--- config.mk ---
export PLATFORM = sky130hd
export DESIGN_NAME = rom_read_arbiter
export DESIGN_NICKNAME = d
export VERILOG_FILES = /design/src/rtl/rom_arb_pkg.sv /design/src/rtl/rom_read_arbiter_rr_pick.sv /design/src/rtl/rom_read_arbiter.sv
export SDC_FILE = /design/constraint.sdc
export NUM_CORES = 1
export LEC_CHECK = 0
export CAP_MARGIN = 20
export CORE_UTILIZATION = 44
export CTS_BUF_LIST = sky130_fd_sc_hd__clkbuf_4 sky130_fd_sc_hd__clkbuf_8
export DETAILED_ROUTE_END_ITERATION = 10
export GPL_ROUTABILITY_DRIVEN = 0
export PLACE_DENSITY_LB_ADDON = 0.25
export SLEW_MARGIN = 15
export SYNTH_ARGS = -nofsm -noshare
export SYNTH_HDL_FRONTEND = slang
export SYNTH_SLANG_ARGS = --single-unit
--- constraint.sdc ---
create_clock -name clk -period 2.1 [get_ports clk]
set_input_delay 0.42 -clock clk [delete_from_list [all_inputs] [get_ports clk]]
set_output_delay 0.42 -clock clk [all_outputs]
set_load 0.01 [all_outputs]
--- src/rtl/rom_arb_pkg.sv ---
// Shared encodings and constants for the ROM read arbiter.
// Optional burst mode is enabled by defining ROM_ARB_BURST_EN.
package rom_arb_pkg;

    localparam int ROM_AW      = 3;
    localparam int ROM_DW      = 8;
    localparam int BURST_BEATS = 8;

    typedef enum logic [1:0] {
        ST_IDLE = 2'd0,
        ST_READ = 2'd1,
        ST_RESP = 2'd2
    } state_t;

endpackage

--- src/rtl/rom_read_arbiter_rr_pick.sv ---
// Combinational round-robin picker: the first requester after i_last wins,
// so the most recently served requester has the lowest priority.
module rr_pick #(
    parameter int NREQ = 2,
    parameter int IW   = 1
) (
    input  logic [NREQ-1:0] i_req,
    input  logic [IW-1:0]   i_last,
    output logic [NREQ-1:0] o_onehot,
    output logic [IW-1:0]   o_idx,
    output logic            o_any
);

    int w_best_d;
    int w_d;

    // Distance from i_last+1 going forward with wrap; smallest distance wins.
    always_comb begin
        w_best_d = NREQ;
        w_d      = 0;
        o_idx    = '0;
        o_any    = 1'b0;
        for (int i = 0; i < NREQ; i++) begin
            if (i_req[i]) begin
                w_d = (i + NREQ - 1 - int'(i_last)) % NREQ;
                if (w_d < w_best_d) begin
                    w_best_d = w_d;
                    o_idx    = IW'(i);
                    o_any    = 1'b1;
                end
            end
        end
        o_onehot = o_any ? (NREQ'(1) << o_idx) : '0;
    end

endmodule

--- src/rtl/rom_read_arbiter.sv ---
// Round-robin arbiter sharing one combinational ROM between NREQ requesters.
// Define ROM_ARB_BURST_EN to add req_burst/rsp_last and 8-beat burst reads.
module rom_read_arbiter
    import rom_arb_pkg::*;
#(
    parameter int NREQ = 2,
    parameter int AW   = ROM_AW,
    parameter int DW   = ROM_DW
) (
    input  logic               clk,
    input  logic               rst,
    input  logic [NREQ-1:0]    req_valid,
    input  logic [NREQ*AW-1:0] req_addr,
    output logic [NREQ-1:0]    req_ready,
`ifdef ROM_ARB_BURST_EN
    input  logic [NREQ-1:0]    req_burst,
    output logic               rsp_last,
`endif
    output logic [NREQ-1:0]    rsp_valid,
    input  logic [NREQ-1:0]    rsp_ready,
    output logic [DW-1:0]      rsp_data,
    output logic [AW-1:0]      rom_addr,
    output logic               rom_sel,
    input  logic [DW-1:0]      rom_data
);

    localparam int IW = (NREQ > 1) ? $clog2(NREQ) : 1;
    localparam int BW = $clog2(BURST_BEATS);

    state_t            r_state;
    logic [IW-1:0]     r_last_grant;
    logic [IW-1:0]     r_grant;
    logic [AW-1:0]     r_addr;
    logic [NREQ-1:0]   r_rsp_valid;
    logic [DW-1:0]     r_rsp_data;
    logic              r_rom_sel;
`ifdef ROM_ARB_BURST_EN
    logic              r_burst;
    logic [BW-1:0]     r_beat;
    logic              r_last;
`endif

    logic [NREQ-1:0]   w_pick_onehot;
    logic [IW-1:0]     w_pick_idx;
    logic              w_pick_any;
    logic              w_accept_req;
    logic              w_accept_rsp;
    logic [AW-1:0]     w_win_addr;

    rr_pick #(
        .NREQ (NREQ),
        .IW   (IW)
    ) u_rr_pick (
        .i_req    (req_valid),
        .i_last   (r_last_grant),
        .o_onehot (w_pick_onehot),
        .o_idx    (w_pick_idx),
        .o_any    (w_pick_any)
    );

    assign w_accept_req = (r_state == ST_IDLE) && w_pick_any;
    assign w_accept_rsp = (r_state == ST_RESP) && rsp_ready[r_grant];
    assign w_win_addr   = req_addr[w_pick_idx*AW +: AW];

    assign req_ready = w_accept_req ? w_pick_onehot : '0;
    assign rsp_valid = r_rsp_valid;
    assign rsp_data  = r_rsp_data;
    assign rom_addr  = r_addr;
    assign rom_sel   = r_rom_sel;
`ifdef ROM_ARB_BURST_EN
    assign rsp_last  = r_last;
`endif

    always_ff @(posedge clk) begin
        if (rst) begin
            r_state      <= ST_IDLE;
            r_last_grant <= IW'(NREQ - 1);
            r_grant      <= '0;
            r_addr       <= '0;
            r_rsp_valid  <= '0;
            r_rsp_data   <= '0;
            r_rom_sel    <= 1'b0;
`ifdef ROM_ARB_BURST_EN
            r_burst      <= 1'b0;
            r_beat       <= '0;
            r_last       <= 1'b0;
`endif
        end else begin
            case (r_state)
                ST_IDLE: begin
                    if (w_accept_req) begin
                        r_addr    <= w_win_addr;
                        r_grant   <= w_pick_idx;
                        r_rom_sel <= 1'b1;
                        r_state   <= ST_READ;
`ifdef ROM_ARB_BURST_EN
                        r_burst   <= req_burst[w_pick_idx];
                        r_beat    <= '0;
`endif
                    end
                end
                ST_READ: begin
                    r_rsp_data  <= rom_data;
                    r_rom_sel   <= 1'b0;
                    r_rsp_valid <= NREQ'(1) << r_grant;
                    r_state     <= ST_RESP;
`ifdef ROM_ARB_BURST_EN
                    r_last      <= !r_burst || (r_beat == BW'(BURST_BEATS - 1));
`endif
                end
                ST_RESP: begin
                    if (w_accept_rsp) begin
                        r_rsp_valid <= '0;
`ifdef ROM_ARB_BURST_EN
                        r_last      <= 1'b0;
                        // Burst continues on the same grant without re-arbitrating.
                        if (r_burst && (r_beat != BW'(BURST_BEATS - 1))) begin
                            r_beat    <= r_beat + BW'(1);
                            r_addr    <= r_addr + AW'(1);
                            r_rom_sel <= 1'b1;
                            r_state   <= ST_READ;
                        end else begin
                            r_last_grant <= r_grant;
                            r_state      <= ST_IDLE;
                        end
`else
                        r_last_grant <= r_grant;
                        r_state      <= ST_IDLE;
`endif
                    end
                end
                default: begin
                    r_state <= ST_IDLE;
                end
            endcase
        end
    end

endmodule

* Word-level counts from Yosys, hierarchy flattened *
Cells that the tools add are included.

storage, ports and cells
  flip-flop bits (word level) = 18
  input bits = 20
  output and inout bits = 16
  word-level logic and storage cells = 50

cells by class
  add/subtract/negate cells = 2
  multiply operators = 1
  order comparisons = 3
  equality and inequality tests = 4
  shift operators = 3
  multiplexer cells = 18
  bitwise gates (word level) = 2
  reduce and logical (&&, ||, !) cells = 10

operator list
  kind                   count
  $mux W32               2
  $lt A2 B32 Y1          1
  $reduce_and A2 Y1      5
  $mux W1                9
  $mux W2                4
  $pmux W2 S3            1
  $shiftx A6 B4 Y3       1
  $ne A2 B2 Y1 const B   2
  $pmux W2 S2            1
  $reduce_bool A2 Y1     2
  $shl A1 B1 Y2 const A  2
  $lt A2 B3 Y1 const B   1
  $mul A1 B2 Y3 const B  1
  $sub A2 B1 Y3 const A  1
  $and A1 B1 Y1          2
  $eq A2 B1 Y1 const B   1
  $eq A2 B2 Y1 const B   1
  $logic_and A1 B1 Y1    2
  $logic_not A2 Y1       1
  $lt A1 B2 Y1 const B   1
  $pmux W1 S2            1
  $sub A1 B1 Y2 const A  1

* Longest topological paths before layout *
Gate-level depths: netlist of the first run.

  depth after elaboration = 11
  gate-level depth with buffers = 5
  depth with buffers taken out = 3

* Hierarchy *
From an unflattened synthesis of the first run, not the netlist that was laid out.

unflattened totals
  cell total of the unflattened synthesis = 86
  area total of the unflattened synthesis = 765.7 µm²

modules (own cells, without submodules)
  module            instances  cells each  area each (µm²)  sequential area each (µm²)
  rom_read_arbiter  1          81          733.2            360.3
  rr_pick           1          5           32.5             0.0

* Least setup slack after synthesis of the first run *
OpenSTA, ideal clock, no wires.

  kind = register to output
  from = reg r_state[0]
  to = out req_ready[0]
  data arrival time = 0.997 ns
  data required time = 1.680 ns
  path slack = 0.683 ns
  cell stages (with the launch flop) = 5
  path buffers = 1
  cell sequence = dfxtp_1 > buf_2 > nor2_2 > o21ai_0 > nor2_1

on the way
  cells in the longest elaborated chain, start to end = 3

RTL lines
  what                      line                     text
  start: declaration        rom_read_arbiter.sv:30   state_t r_state;
  start signal: assignment  rom_read_arbiter.sv:76   r_state <= ST_IDLE;
  start signal: assignment  rom_read_arbiter.sv:95   r_state <= ST_READ;
  start signal: assignment  rom_read_arbiter.sv:106  r_state <= ST_RESP;
  $logic_not A2 Y1          rom_read_arbiter.sv:61   assign w_accept_req = (r_state == ST_IDLE) && w_pick_any;
  $logic_and A1 B1 Y1       rom_read_arbiter.sv:61
  $mux W2                   rom_read_arbiter.sv:65   assign req_ready = w_accept_req ? w_pick_onehot : '0;
  end: declaration          rom_read_arbiter.sv:14   output logic [NREQ-1:0] req_ready,

Every way passes these cells.

* Worst setup path after layout of the first run *
  from = in req_valid[1]
  to = out req_ready[0]

on the way
  cells in the longest elaborated chain, start to end = 4
  elaborated cells between the ends (all ways) = 6
  classes of those cells = 1 x shift; 4 x mux; 1 x reduce/logical

RTL lines
  what                line                            text
  start: declaration  rom_read_arbiter.sv:12          input logic [NREQ-1:0] req_valid,
  $mux W1             rom_read_arbiter_rr_pick.sv:24  if (i_req[i]) begin
  $shl A1 B1 Y2       rom_read_arbiter_rr_pick.sv:33  o_onehot = o_any ? (NREQ'(1) << o_idx) : '0;
  $mux W2             rom_read_arbiter_rr_pick.sv:33
  $mux W2 *           rom_read_arbiter.sv:65

Every way passes the cells marked *; elsewhere a longest branch is shown, timed or not.

==> impl_metrics.json, run 1 <==
{
  "design.die.area_um2": 1830,
  "cts_buffers": 3,
  "reg2reg_to": "rsp_data[0]",
  "via_per_inst": 5.33,
  "clkSinkCount": 18,
  "period_needed_ns": 1.97,
  "drc": 0,
  "antenna_found_initial": 0,
  "layout-drive-gt1-share_pct": 10.8,
  "synth_area_um2": 733,
  "post_drt_wl_per_cell_um": 12.3,
  "switching_share_pct": 26.8,
  "hpwl_um": 1380,
  "outcome": "complete, no violations",
  "wl_um": 1800,
  "hold_path_end": "rsp_data[1]",
  "p_int_mw": 0.593,
  "cts_htree_levels": 1,
  "final_max_slew_viol_count": 0,
  "core_area_um2": 1520,
  "clock_tree.buffer_depth": 2,
  "placedCellCount": 142,
  "tightest_slew_ns": 0.644,
  "portBuffers": 35,
  "yosysTopAreaCell": "dfxtp_1",
  "synth.avg_cell_area_um2": 8.15,
  "cts_hold_buf": 0,
  "endpoint_kind": "primary output",
  "max_slew_margin_pct": 57.0,
  "grt_max_degree": 15,
  "min_from": "rsp_data[1]",
  "use_met1_pct": 26.5,
  "switching_power_mw": 0.217,
  "vias": 778,
  "clkPwrFrac_pct": 25.7,
  "rrSetupSlack_ns": 0.63,
  "synth-seq-cells": 18,
  "fp.dieW_um": 42.8,
  "clk_pin_slew_ns": 0.10,
  "crit_fanout": 4,
  "async_reset_ff_share_pct": 0,
  "cts_resized": 4,
  "cts_tree": "built",
  "power_frac_comb_pct": 25.4,
  "whs_ns": 0.457,
  "finalSetupViolCount": 0,
  "reg2reg_from": "r_state[0]",
  "period_share_pct": 93.8,
  "worst_clock_skew_ns": 0.00321,
  "ys.flop_type": "dfxtp_1",
  "drv_cap": 0,
  "drt_iter0_drc": 12,
  "area_delta_synth_final_pct": 59.0,
  "busiest_layer": "met2",
  "initial_core_util_pct": 48.1,
  "power.static_leakage_nw": 0.447,
  "mostFrequentLayoutCell": "clkdlybuf4s50_1",
  "antenna_left": 0,
  "syn_nets": 110,
  "cts_setup_buffers": 0,
  "grt_pass1_vias": 778,
  "hold_path_class": "flip-flop to flip-flop",
  "yosys-top-cells-area": "dfxtp_1 (49%), nand2_1 (9.2%), a21oi_1 (8.9%)",
  "grt_overflow": 0,
  "sequentialPowerShare_pct": 48.9,
  "rsz0062_at_grt": "no",
  "dr.pass1.iters": 4,
  "max_clock_freq_mhz": 507,
  "power_density_nw_per_um2": 695,
  "die_h_um": 42.8,
  "seq_area_frac_synth_pct": 49.1,
  "yosysWarnings": 0,
  "rows": 14,
  "r2r_cells": 3,
  "diodes": 0,
  "synth_cells": 90,
  "required_ns": 1.68,
  "gr-usage-met3_pct": 5.53,
  "crit_arrival_ns": 1.55,
  "worst-setup-path-type": "input port to primary output",
  "nNetsFinal": 151,
  "synthDominantCellAreaShare_pct": 49.1,
  "layout.cells.most_common_list": "clkdlybuf4s50_1 (33), nand2_1 (18), dfxtp_1 (18)",
  "ys_types": 24,
  "hold_viol_final": 0,
  "clock_latency_ns": 0.29,
  "track_usage_pct": 22.1,
  "synth_edf_count": 0,
  "cts-root-buf": "clkbuf_4",
  "ios": 36,
  "hold_depth": 2,
  "fin_cells": 146,
  "ir_drop_mv": 0.490,
  "worstSetupStartpointType": "input port",
  "grt_pass1_wl_um": 3040,
  "grtUsageMet2_pct": 35.8
}
sequential cells by signal, indices dropped and copies added (netlist names):
| name | cells |
|---|---|
| rsp_data | 8 |
| rom_addr | 3 |
| r_state | 2 |
| rsp_valid | 2 |
| r_grant | 1 |
| r_last_grant | 1 |
| rom_sel | 1 |
critical path: stages:
cell	delay, ns
clkdlybuf4s50_1	0.48
a21boi_2	0.18
buf_4	0.14
nor2_1	0.04
dlygate4sd2_1	0.29
final cells by class:
class	instances	area, um2
Inverter	1	3.75
Sequential cell	18	360
Multi-Input combinational cell	66	353
Tap cell	16	20.0
Fill cell	113	358
Clock buffer	4	36.3
Timing Repair Buffer	41	393
Yosys cell counts, types with 2 or more instances:
library cell and number:
dfxtp_1 18, nand2_1 18, a21oi_1 13, nor2_1 6, o21ai_0 6, a31oi_1 3, nand3_1 3, nand4_1 3
buf_2 2, nand2b_1 2, nor2b_1 2, o21bai_1 2
power by group through the flow:
stage                     clock, mW  combinational [mW]  sequential [mW]
after global routing          0.233               0.224            0.401
after floorplan                   0              0.0862            0.407
final                         0.208               0.206            0.396
after detailed placement          0               0.207            0.402
after global placement            0               0.202            0.401
after CTS                     0.215               0.207            0.396
routing by layer:
layer / wire [um] / share of wire (%) / vias to the layer above
li1: - / - / 395
met1: 778 / 43 / 360
met2: 920 / 51 / 19
met3: 71 / 4.0 / 4
met4: 26 / 1.4 / 0
met5: 0 / 0 / -
cells by family after synthesis:
kind of cell	after synthesis	synth area share (%)
AOI/OAI and AO/OA	28	22.5
buffers and inverters	6	3.92
DFF	18	49.1
muxes	1	1.37
and+or+nand+nor	37	23.0
how the worst max path moves through the flow:
stage	start	endpoint	slack (ns)	cells after the start
after floorplan	r_state[0]	req_ready[0]	0.68	4
after global placement	req_valid[1]	req_ready[1]	-0.09	5
after detailed placement	req_valid[0]	req_ready[0]	-0.13	5
after CTS	req_valid[1]	req_ready[0]	0.12	5
after global routing	req_valid[1]	req_ready[0]	0.05	5
final	req_valid[1]	req_ready[0]	0.13	5
per-stage QoR:
step | setup WS, ns | TNS [ns] | util (%) | cell area [um2] | total power, mW
after floorplan | 0.683 | 0 | - | 733 | 0.493
after global placement | -0.0880 | -0.162 | 73.7 | 1120 | 0.603
after detailed placement | -0.126 | -0.244 | 73.7 | 1120 | 0.610
after CTS | 0.121 | 0 | 76.5 | 1170 | 0.818
after global routing | 0.0484 | 0 | 76.5 | 1170 | 0.858
final | 0.130 | 0 | 76.5 | 1170 | 0.811
No activity file was read; power rests on OpenSTA's default activity.
==> inputs of run 2 (changes only) <==
--- a/config.mk
+++ b/config.mk
@@ -6,6 +6,8 @@
 export NUM_CORES = 1
 export LEC_CHECK = 0
 export CAP_MARGIN = 20
+export CORE_ASPECT_RATIO = 1.25
+export CORE_MARGIN = 2
 export CORE_UTILIZATION = 44
 export CTS_BUF_LIST = sky130_fd_sc_hd__clkbuf_4 sky130_fd_sc_hd__clkbuf_8
 export DETAILED_ROUTE_END_ITERATION = 10
==> run 2 against run 1 <==
Wire length fell by 1.7%; sequential power barely moved; highest routed layer unchanged; register-to-register slack improved by 0.09 ns; clock skew fell by 0.0025 ns; core utilization fell by 2.1 points.
==> impl_metrics.json, run 2 (synthesized netlist as in run 1, its figures left out) <==
{
  "diodes": 0,
  "final_area_um2": 1160,
  "final_max_slew_viol_count": 0,
  "drc": 0,
  "portBuffers": 35,
  "via_per_inst": 5.24,
  "worstSetupStartpointType": "input port",
  "hold_viol_final": 0,
  "post_drt_wl_per_cell_um": 11.9,
  "fin_ws_ns": 0.119,
  "drt_iter0_drc": 4,
  "layout-drive-gt1-share_pct": 10.8,
  "nFillCells": 144,
  "ir_drop_mv": 0.342,
  "crit_fanout": 4,
  "whs_ns": 0.461,
  "grt_max_degree": 13,
  "max_clock_freq_mhz": 505,
  "mostFrequentLayoutCell": "clkdlybuf4s50_1",
  "cts-root-buf": "clkbuf_4",
  "cts_setup_buffers": 0,
  "grt_pass1_vias": 741,
  "period_share_pct": 94.3,
  "power_density_nw_per_um2": 658,
  "cts_tree": "built",
  "track_usage_pct": 20.4,
  "worst-setup-path-type": "input port to primary output",
  "switching_power_mw": 0.208,
  "clk_pin_slew_ns": 0.09,
  "rsz0062_at_grt": "no",
  "clkPwrFrac_pct": 21.2,
  "design.die.area_um2": 2010,
  "antenna_left": 0,
  "grt_pass1_wl_um": 2870,
  "hold_path_class": "flip-flop to flip-flop",
  "power_frac_comb_pct": 26.8,
  "core_area_um2": 1560,
  "cts_buffers": 3,
  "period_needed_ns": 1.98,
  "dr.pass1.iters": 2,
  "die_h_um": 49.6,
  "nNetsFinal": 152,
  "worst_clock_skew_ns": 0.000741,
  "p_int_mw": 0.557,
  "antenna_found_initial": 0,
  "rows": 16,
  "layout.cells.most_common_list": "clkdlybuf4s50_1 (33), nand2_1 (18), dfxtp_1 (18)",
  "tightest_slew_ns": 0.352,
  "cts_htree_levels": 1,
  "area_delta_synth_final_pct": 58.5,
  "ios": 36,
  "power.static_leakage_nw": 0.444,
  "sequentialPowerShare_pct": 51.9,
  "outcome": "complete, no violations",
  "initial_core_util_pct": 47.0,
  "fp.dieW_um": 40.5,
  "largest_reg_flops": 8,
  "switching_share_pct": 27.2,
  "drv_cap": 0,
  "fin_total_pwr_mw": 0.765,
  "pre_cts_ws_ns": -0.134,
  "grt_overflow": 0,
  "clock_tree.buffer_depth": 2,
  "final_util_pct": 74.4,
  "max_slew_margin_pct": 76.5,
  "clkSinkCount": 18,
  "required_ns": 1.68,
  "endpoint_kind": "primary output",
  "finalSetupViolCount": 0,
  "vias": 776,
  "hpwl_um": 1430,
  "postPlaceCellArea_um2": 1130,
  "wl_um": 1770,
  "crit_arrival_ns": 1.56,
  "clock_latency_ns": 0.28
}
run 2: changes by cell type in the layout (fill, tap and decap cells not counted):
cell	before	now
buf_4	6	7
clkbuf_8	1	0
run 2: area by class of cell:
| type | count | area (um2) | area share [%] |
|---|---|---|---|
| Sequential cell | 18 | 360 | 31.0 |
| Clock buffer | 3 | 22.5 | 1.94 |
| Timing Repair Buffer | 42 | 400 | 34.4 |
| Multi-Input combinational cell | 66 | 353 | 30.4 |
| Inverter | 1 | 3.75 | 0.323 |
| Tap cell | 18 | 22.5 | 1.94 |
run 2: timing repair:
item / in CTS / in global routing
hold buffers: 0 / 0
gates resized for setup: 4 / 0
endpoints found under the setup margin: 2 / 0
run 2: worst max-delay path: stages:
cell	delay [ns]
clkdlybuf4s50_1	0.50
a21boi_2	0.18
buf_4	0.14
nor2_1	0.04
dlygate4sd2_1	0.28
run 2: through the flow:
stage	setup TNS, ns	instances
2_1_floorplan	0	90
3_3_place_gp	-0.168	145
3_5_place_dp	-0.259	145
4_1_cts	0	148
5_1_grt	0	148
6_report	0	148
run 2: layer usage:
metal | share of wire (%) | global-route usage (%) | vias to the layer above
li1 | - | - | 395
met1 | 38 | 20.9 | 349
met2 | 53 | 34.7 | 28
met3 | 6.1 | 5.86 | 4
met4 | 2.0 | 10.6 | 0
met5 | 0 | 0 | -
run 2: path summary, 6_finish.rpt:
kind                start            to  slack, ns  cells after the start
max          req_valid[1]  req_ready[0]       0.12                      5
min           rsp_data[3]   rsp_data[3]       0.46                      2
max reg2reg    r_state[0]   rsp_data[7]       0.72                      4
min reg2reg   rsp_data[3]   rsp_data[3]       0.46                      2
run 2: power groups by stage:
stage | Clock [mW] | Sequential (mW) | Combinational [mW]
2_1_floorplan | 0 | 0.407 | 0.0862
3_3_place_gp | 0 | 0.402 | 0.204
3_5_place_dp | 0 | 0.404 | 0.209
4_1_cts | 0.171 | 0.397 | 0.208
5_1_grt | 0.182 | 0.402 | 0.228
6_report | 0.162 | 0.397 | 0.205
==> inputs of run 3 (changes only) <==
--- a/config.mk
+++ b/config.mk
@@ -13,7 +13,7 @@
 export DETAILED_ROUTE_END_ITERATION = 10
 export GPL_ROUTABILITY_DRIVEN = 0
 export PLACE_DENSITY_LB_ADDON = 0.25
-export SLEW_MARGIN = 15
+export SLEW_MARGIN = 10
 export SYNTH_ARGS = -nofsm -noshare
 export SYNTH_HDL_FRONTEND = slang
 export SYNTH_SLANG_ARGS = --single-unit
==> results of run 3 <==
Final layout, timing and power as in run 2 (identical DEF).
